**config.mk**
```make
export PLATFORM = sky130hd
export DESIGN_NAME = clock_freq_meter
export DESIGN_NICKNAME = d
export VERILOG_FILES = /design/src/rtl/clock_freq_meter_pkg.sv /design/src/rtl/clock_freq_meter_edge_sync.sv /design/src/rtl/clock_freq_meter.sv
export SDC_FILE = /design/constraint.sdc
export NUM_CORES = 1
export LEC_CHECK = 0
export CORE_MARGIN = 1.5
export CORE_UTILIZATION = 51
export CTS_CLUSTER_DIAMETER = 80
export DETAILED_ROUTE_END_ITERATION = 8
export PLACE_DENSITY = 0.73
export SYNTH_ARGS = -nofsm -noshare
export SYNTH_HDL_FRONTEND = slang
export SYNTH_SLANG_ARGS = --single-unit
```
**constraint.sdc**
```tcl
create_clock -name clk_in -period 1.8 [get_ports clk_in]
set_clock_uncertainty 0.05 [all_clocks]
set_input_delay 0.18 -clock clk_in [delete_from_list [all_inputs] [get_ports clk_in]]
set_output_delay 0.18 -clock clk_in [all_outputs]
set_load 0.01 [all_outputs]
```
**src/rtl/clock_freq_meter_pkg.sv**
```systemverilog
// ---------------------------------------------------------------------------
// clock_freq_meter_pkg
// Shared types for the clock frequency meter.
//   fm_state_t : measurement FSM states
//     IDLE    - meter disabled, nothing is being counted
//     ARM     - enabled, waiting for the first rising edge to start a period
//     MEASURE - counting clk_in cycles between consecutive rising edges
//     TIMEOUT - no rising edge arrived before the period counter saturated
// ---------------------------------------------------------------------------
package clock_freq_meter_pkg;

  typedef enum logic [1:0] {
    IDLE,
    ARM,
    MEASURE,
    TIMEOUT
  } fm_state_t;

endpackage

```
**src/rtl/clock_freq_meter_edge_sync.sv**
```systemverilog
// ---------------------------------------------------------------------------
// edge_sync
// Brings the asynchronous measured signal into the clk_in domain and flags
// its rising edges.
//   clk_in     : system clock, rising-edge
//   rst_n      : asynchronous active-low reset
//   sig_in     : asynchronous signal under measurement
//   sync_level : synchronized level of sig_in (last synchronizer stage)
//   rise       : registered one-cycle pulse, SYNC_STAGES+1 cycles after
//                sig_in rises; it lags sync_level by one cycle
// ---------------------------------------------------------------------------
module edge_sync #(
  parameter int SYNC_STAGES = 2
) (
  input  logic clk_in,
  input  logic rst_n,
  input  logic sig_in,
  output logic sync_level,
  output logic rise
);

  logic [SYNC_STAGES-1:0] sync_chain;
  logic                   sync_prev;

  assign sync_level = sync_chain[SYNC_STAGES-1];

  // Synchronizer chain, previous-level flop and registered edge pulse.
  // Registering the pulse keeps the FSM input a clean flop output.
  always_ff @(posedge clk_in or negedge rst_n) begin
    if (!rst_n) begin
      sync_chain <= '0;
      sync_prev  <= 1'b0;
      rise       <= 1'b0;
    end else begin
      sync_chain <= {sync_chain[SYNC_STAGES-2:0], sig_in};
      sync_prev  <= sync_chain[SYNC_STAGES-1];
      rise       <= sync_chain[SYNC_STAGES-1] & ~sync_prev;
    end
  end

endmodule

```
**src/rtl/clock_freq_meter.sv**
```systemverilog
// ---------------------------------------------------------------------------
// clock_freq_meter
// Measures the period and high time of an asynchronous clock-like signal in
// clk_in cycles and reports lock once the period has been stable.
//   clk_in    : system clock, rising-edge
//   rst_n     : asynchronous active-low reset
//   enable    : level-sensitive measurement enable
//   sig_in    : asynchronous signal under measurement
//   period    : last rising-to-rising distance in clk_in cycles
//   high_time : synchronized-high cycles within that period
//   valid     : one-cycle pulse when period/high_time update
//   locked    : last LOCK_COUNT periods identical
//   timeout   : no rising edge within 2^CNT_W-1 cycles
// ---------------------------------------------------------------------------
module clock_freq_meter
  import clock_freq_meter_pkg::*;
#(
  parameter int CNT_W       = 16,
  parameter int SYNC_STAGES = 2,
  parameter int LOCK_COUNT  = 4
) (
  input  logic             clk_in,
  input  logic             rst_n,
  input  logic             enable,
  input  logic             sig_in,
  output logic [CNT_W-1:0] period,
  output logic [CNT_W-1:0] high_time,
  output logic             valid,
  output logic             locked,
  output logic             timeout
);

  localparam int                 MATCH_W   = $clog2(LOCK_COUNT + 1);
  localparam logic [CNT_W-1:0]   CNT_MAX   = '1;
  localparam logic [CNT_W-1:0]   CNT_ONE   = CNT_W'(1);
  localparam logic [MATCH_W-1:0] MATCH_MAX = MATCH_W'(LOCK_COUNT);
  localparam logic [MATCH_W-1:0] MATCH_ONE = MATCH_W'(1);

  fm_state_t          state;
  logic [CNT_W-1:0]   cnt;
  logic [CNT_W-1:0]   hcnt;
  logic [MATCH_W-1:0] match;
  logic [MATCH_W-1:0] match_next;
  logic               first_meas;
  logic               sync_level;
  logic               rise;

  edge_sync #(
    .SYNC_STAGES(SYNC_STAGES)
  ) u_edge_sync (
    .clk_in    (clk_in),
    .rst_n     (rst_n),
    .sig_in    (sig_in),
    .sync_level(sync_level),
    .rise      (rise)
  );

  // Match count the next measurement would produce. The period register
  // still holds the previous measurement, so it is compared against cnt.
  // The first measurement after ARM/TIMEOUT has nothing valid to compare.
  always_comb begin
    match_next = MATCH_ONE;
    if (!first_meas && (cnt == period)) begin
      match_next = (match == MATCH_MAX) ? MATCH_MAX : match + MATCH_ONE;
    end
  end

  // Measurement FSM with counters, lock tracking and registered outputs.
  // Disable has priority over everything, including a coincident edge.
  // A rise always closes the period even when cnt has saturated, so the
  // timeout only fires when cnt is already all-ones and no edge arrives.
  always_ff @(posedge clk_in or negedge rst_n) begin
    if (!rst_n) begin
      state      <= IDLE;
      cnt        <= '0;
      hcnt       <= '0;
      match      <= '0;
      first_meas <= 1'b0;
      period     <= '0;
      high_time  <= '0;
      valid      <= 1'b0;
      locked     <= 1'b0;
      timeout    <= 1'b0;
    end else begin
      valid <= 1'b0;
      if (!enable) begin
        state      <= IDLE;
        cnt        <= '0;
        hcnt       <= '0;
        match      <= '0;
        first_meas <= 1'b0;
        locked     <= 1'b0;
        timeout    <= 1'b0;
      end else begin
        case (state)
          IDLE: begin
            state <= ARM;
          end
          ARM: begin
            if (rise) begin
              state      <= MEASURE;
              cnt        <= CNT_ONE;
              hcnt       <= CNT_ONE;
              first_meas <= 1'b1;
            end
          end
          MEASURE: begin
            if (rise) begin
              period     <= cnt;
              high_time  <= hcnt;
              valid      <= 1'b1;
              cnt        <= CNT_ONE;
              hcnt       <= CNT_ONE;
              match      <= match_next;
              locked     <= (match_next == MATCH_MAX);
              first_meas <= 1'b0;
            end else if (cnt == CNT_MAX) begin
              state   <= TIMEOUT;
              timeout <= 1'b1;
              locked  <= 1'b0;
              match   <= '0;
            end else begin
              cnt <= cnt + CNT_ONE;
              if (sync_level && (hcnt != CNT_MAX)) begin
                hcnt <= hcnt + CNT_ONE;
              end
            end
          end
          TIMEOUT: begin
            if (rise) begin
              state      <= MEASURE;
              timeout    <= 1'b0;
              cnt        <= CNT_ONE;
              hcnt       <= CNT_ONE;
              first_meas <= 1'b1;
            end
          end
          default: begin
            state <= IDLE;
          end
        endcase
      end
    end
  end

endmodule
```
==> flow_summary.yaml <==
cells_and_area:
  drive_above_1_share_pct: 41.8
  n_antenna_cell: 0
  area_growth_syn_to_layout_pct: 50.1
  layout.nets: 486
synth:
  synth_simple_gate_area_share_pct: 16.7
  synth_area_leaders: "dfrtp_1 (52%), mux2_2 (8.3%), xor2_1 (4.8%), xnor2_1 (4.3%), nand2_1 (3.7%)"
  synth_most_common_cell: "dfrtp_1"
  syn-num-nets: 350
  synth_cell_types: 44
  netlist.area_leader.share_pct: 52.5
  synth_area_mm2: 0.00367
  synth.avg_cell_area_um2: 10.7
  synth_compound_area_share_pct: 9.47
  yosys.area.top_type: "dfrtp_1"
  seq_area_frac_synth_pct: 52.5
  synthMuxAreaShare_pct: 8.28
  async_reset_ff_share_pct: 100
  synthXorXnorAreaFrac_pct: 9.06
  synthCells: 342
  synth_edf_count: 0
  yosys_warnings: 0
  synth-main-ff-cell: "dfrtp_1"
  synthTopCellsByCount: "dfrtp_1 (77), nand2_1 (36), mux2_2 (27), nor2_1 (26), xor2_1 (20)"
  synth-seq-cells: 77
  synth_top_family_by_area: "simple AND/OR/NAND/NOR gates"
  synth_fa_ha_area_share_pct: 1.36
clocking:
  numClockSinks: 77
  cts_tree: "yes"
  cts_max_path_buffers: 2
  root_buffer: "clkbuf_8"
  path_clk_slew_ps: 90
  cts_made_buffers: 9
  clk_latency_ps: 360
  cts-htree-levels: 3
status:
  violations: "setup timing"
  outcome: "finished with violations"
route:
  drc: 0
  wirelength_mm: 10.9
  drt_iter0_drc: 304
  avgViaCountPerCell: 5.78
  dr.pass1.iters: 6
  wl_per_cell_um: 18.9
  ant_nets: 0
  vias: 3349
power_and_ir_drop:
  p_per_area_mw_per_mm2: 648
  switchingPower_mw: 0.926
  power_frac_seq_pct: 50.0
  peakVddDrop_mv: 0.415
  p_clk_share_pct: 37.6
  leakagePower_nw: 2.49
  power_mw: 3.57
  p_int_mw: 2.64
  p_sw_share_pct: 26.0
  comb_power_share_pct: 12.4
timing:
  fmax_ghz: 0.471
  fin_crit_sh_pct: 118
  hold_viol_final: 0
  slew_violations: 0
  worstMarginPinSlew_ps: 582
  period_needed_ps: 2120
  final-setup-viol-count: 37
  rsz0062_at_grt: "true"
  setup_ws_ps: -321
  holdWs_ps: 203
  relSlewSlack_pct: 61.1
critical_path:
  path_cells: "buf_4, ha_4, nand3_4, nor4_4, o21ai_4, clkinv_4, buf_6, buf_6, nor3_4, xnor2_1, nor2_1"
  cpMostUsedCell: "buf_6"
  worst_setup_path_end_kind: "flop"
  reg2reg_from: "cnt[1]"
  critPathTopFamily: "simple AND/OR/NAND/NOR gates"
  crit_end: "cnt[7]"
  r2r_cells: 11
  setup.worst_path.start: "cnt[1]"
  path_class: "flop to flop"
  crit_arrival_ps: 2310
  cp_max_fo: 7
  crit_required_ps: 1980
  slowest_stage: "nor4_4"
  worst_r2r_endpoint: "cnt[7]"
  slowest_delay_ps: 420
  cp_num_buf_inv: 4
  start_kind: "flop"
  path_depth: 11
  r2r_slack_ps: -320
worst_hold_path:
  holdCritPathClass: "input pin to flop"
run:
  max-cap-violations: 0
global_routing:
  globalRouteOverflowTotal: 0
  grt_pass1_vias: 3141
  grt_max_degree: 38
  grt_pass1_wl_mm: 15.0
  grt_antenna_before_repair: 0
  grt.total_usage_pct: 25.1
place:
  place.gp.congestion: 0.903
  io_buffers: 38
  dp_hpwl_mm: 5.91
  dp_slack_ps: -376
floorplan:
  die-area_mm2: 0.00772
  die_x_um: 87.9
  std_cell_rows: 30
  ios: 39
  initial_utilization_pct: 53.5
  core-area_mm2: 0.00687
  die_y_um: 87.9
[power groups by stage]
stage          clock network, mW  logic (mW)  registers (mW)
5_1_grt                     1.43       0.474            1.79
4_1_cts                     1.34       0.362            1.78
2_1_floorplan                  0       0.117            1.82
3_5_place_dp                   0       0.302            1.82
3_3_place_gp                   0       0.296            1.81
6_report                    1.34       0.442            1.79
[through the flow]
step	cell area, um2	util, %	TNS (ps)	cells
finish	5510	80.3	-6850	579
global placement	4750	69.1	-3960	541
CTS	5210	75.8	-3030	567
detailed placement	4750	69.1	-5330	541
floorplan	3700	-	-1890	342
global route	5510	80.3	-9280	579
[logic make-up after synthesis]
logic type      Yosys count
compound gates           51
xor+xnor                 38
flops                    77
simple gates            121
mux                      27
fa+ha+maj                 4
buf+inv                  24
[timing repair]
| item | 4_1_cts | 5_1_grt |
|---|---|---|
| hold endpoints to repair | 35 | 0 |
| cloned | 1 | 0 |
| setup buffers | 11 | 13 |
| hold buffers | 1 | 0 |
| pin swaps | 20 | 36 |
| endpoints found under the setup margin | 36 | 37 |
| gates resized for setup | 42 | 44 |
[layout make-up]
cell class	count	area [um2]
multi-input combinational	241	2030
sequential	77	1930
fill	402	1360
timing repair buffer	139	1200
clock buffer	11	141
tap	96	120
clock inverter	5	58.8
inverter	10	42.5
[sequential cells by signal, summed over array words and instances (netlist names), 2 cells and up]
name and count:
period 16, match 3, high_time 16, cnt 16, hcnt 16, state 2, u_edge_sync.sync_chain 2
[worst register-to-register path, stage by stage (launching register included)]
cell	delay (ps)
dfrtp_1	370
buf_4	130
ha_4	130
nand3_4	70
nor4_4	420
o21ai_4	110
clkinv_4	100
buf_6	100
buf_6	130
nor3_4	50
xnor2_1	240
nor2_1	100
[worst min-delay path by stage]
stage,start,endpoint,slack [ps],depth (start not counted)
after floorplan,rst_n,cnt[0],-170,0
after global placement,rst_n,valid,130,1
after detailed placement,rst_n,valid,140,1
after CTS,sig_in,u_edge_sync.sync_chain[0],200,1
after global routing,sig_in,u_edge_sync.sync_chain[0],220,1
final,sig_in,u_edge_sync.sync_chain[0],200,1
[placed cells by master, fill, tap and decap left out, types with 3 or more instances in the layout]
cell,n
buf_4,88
dfrtp_1,76
clkdlybuf4s50_1,37
nand2_1,32
mux2_2,27
nor2_1,25
xor2_1,20
xnor2_1,14
o21ai_0,12
nand3_1,12
buf_6,12
clkbuf_8,10
inv_1,8
nand4_1,8
a21oi_1,6
o21ai_1,5
nor4_4,4
and2_1,4
nor3_2,4
xnor2_2,4
nor2b_1,3
nand3_2,3
nor3_1,3
nor4_1,3
a21oi_2,3
a211oi_4,3
a2111oi_4,3
nand2_2,3
[metal layers]
metal	vias up	global-route usage, %	part of all wire (%)	wire length (um)
met4	0	8.80	4.3	465
li1	1466	-	-	-
met3	57	3.77	5.3	584
met5	-	0	0	0
met2	164	40.2	48	5280
met1	1662	34.9	42	4590
No activity file was read; power rests on OpenSTA's default activity.
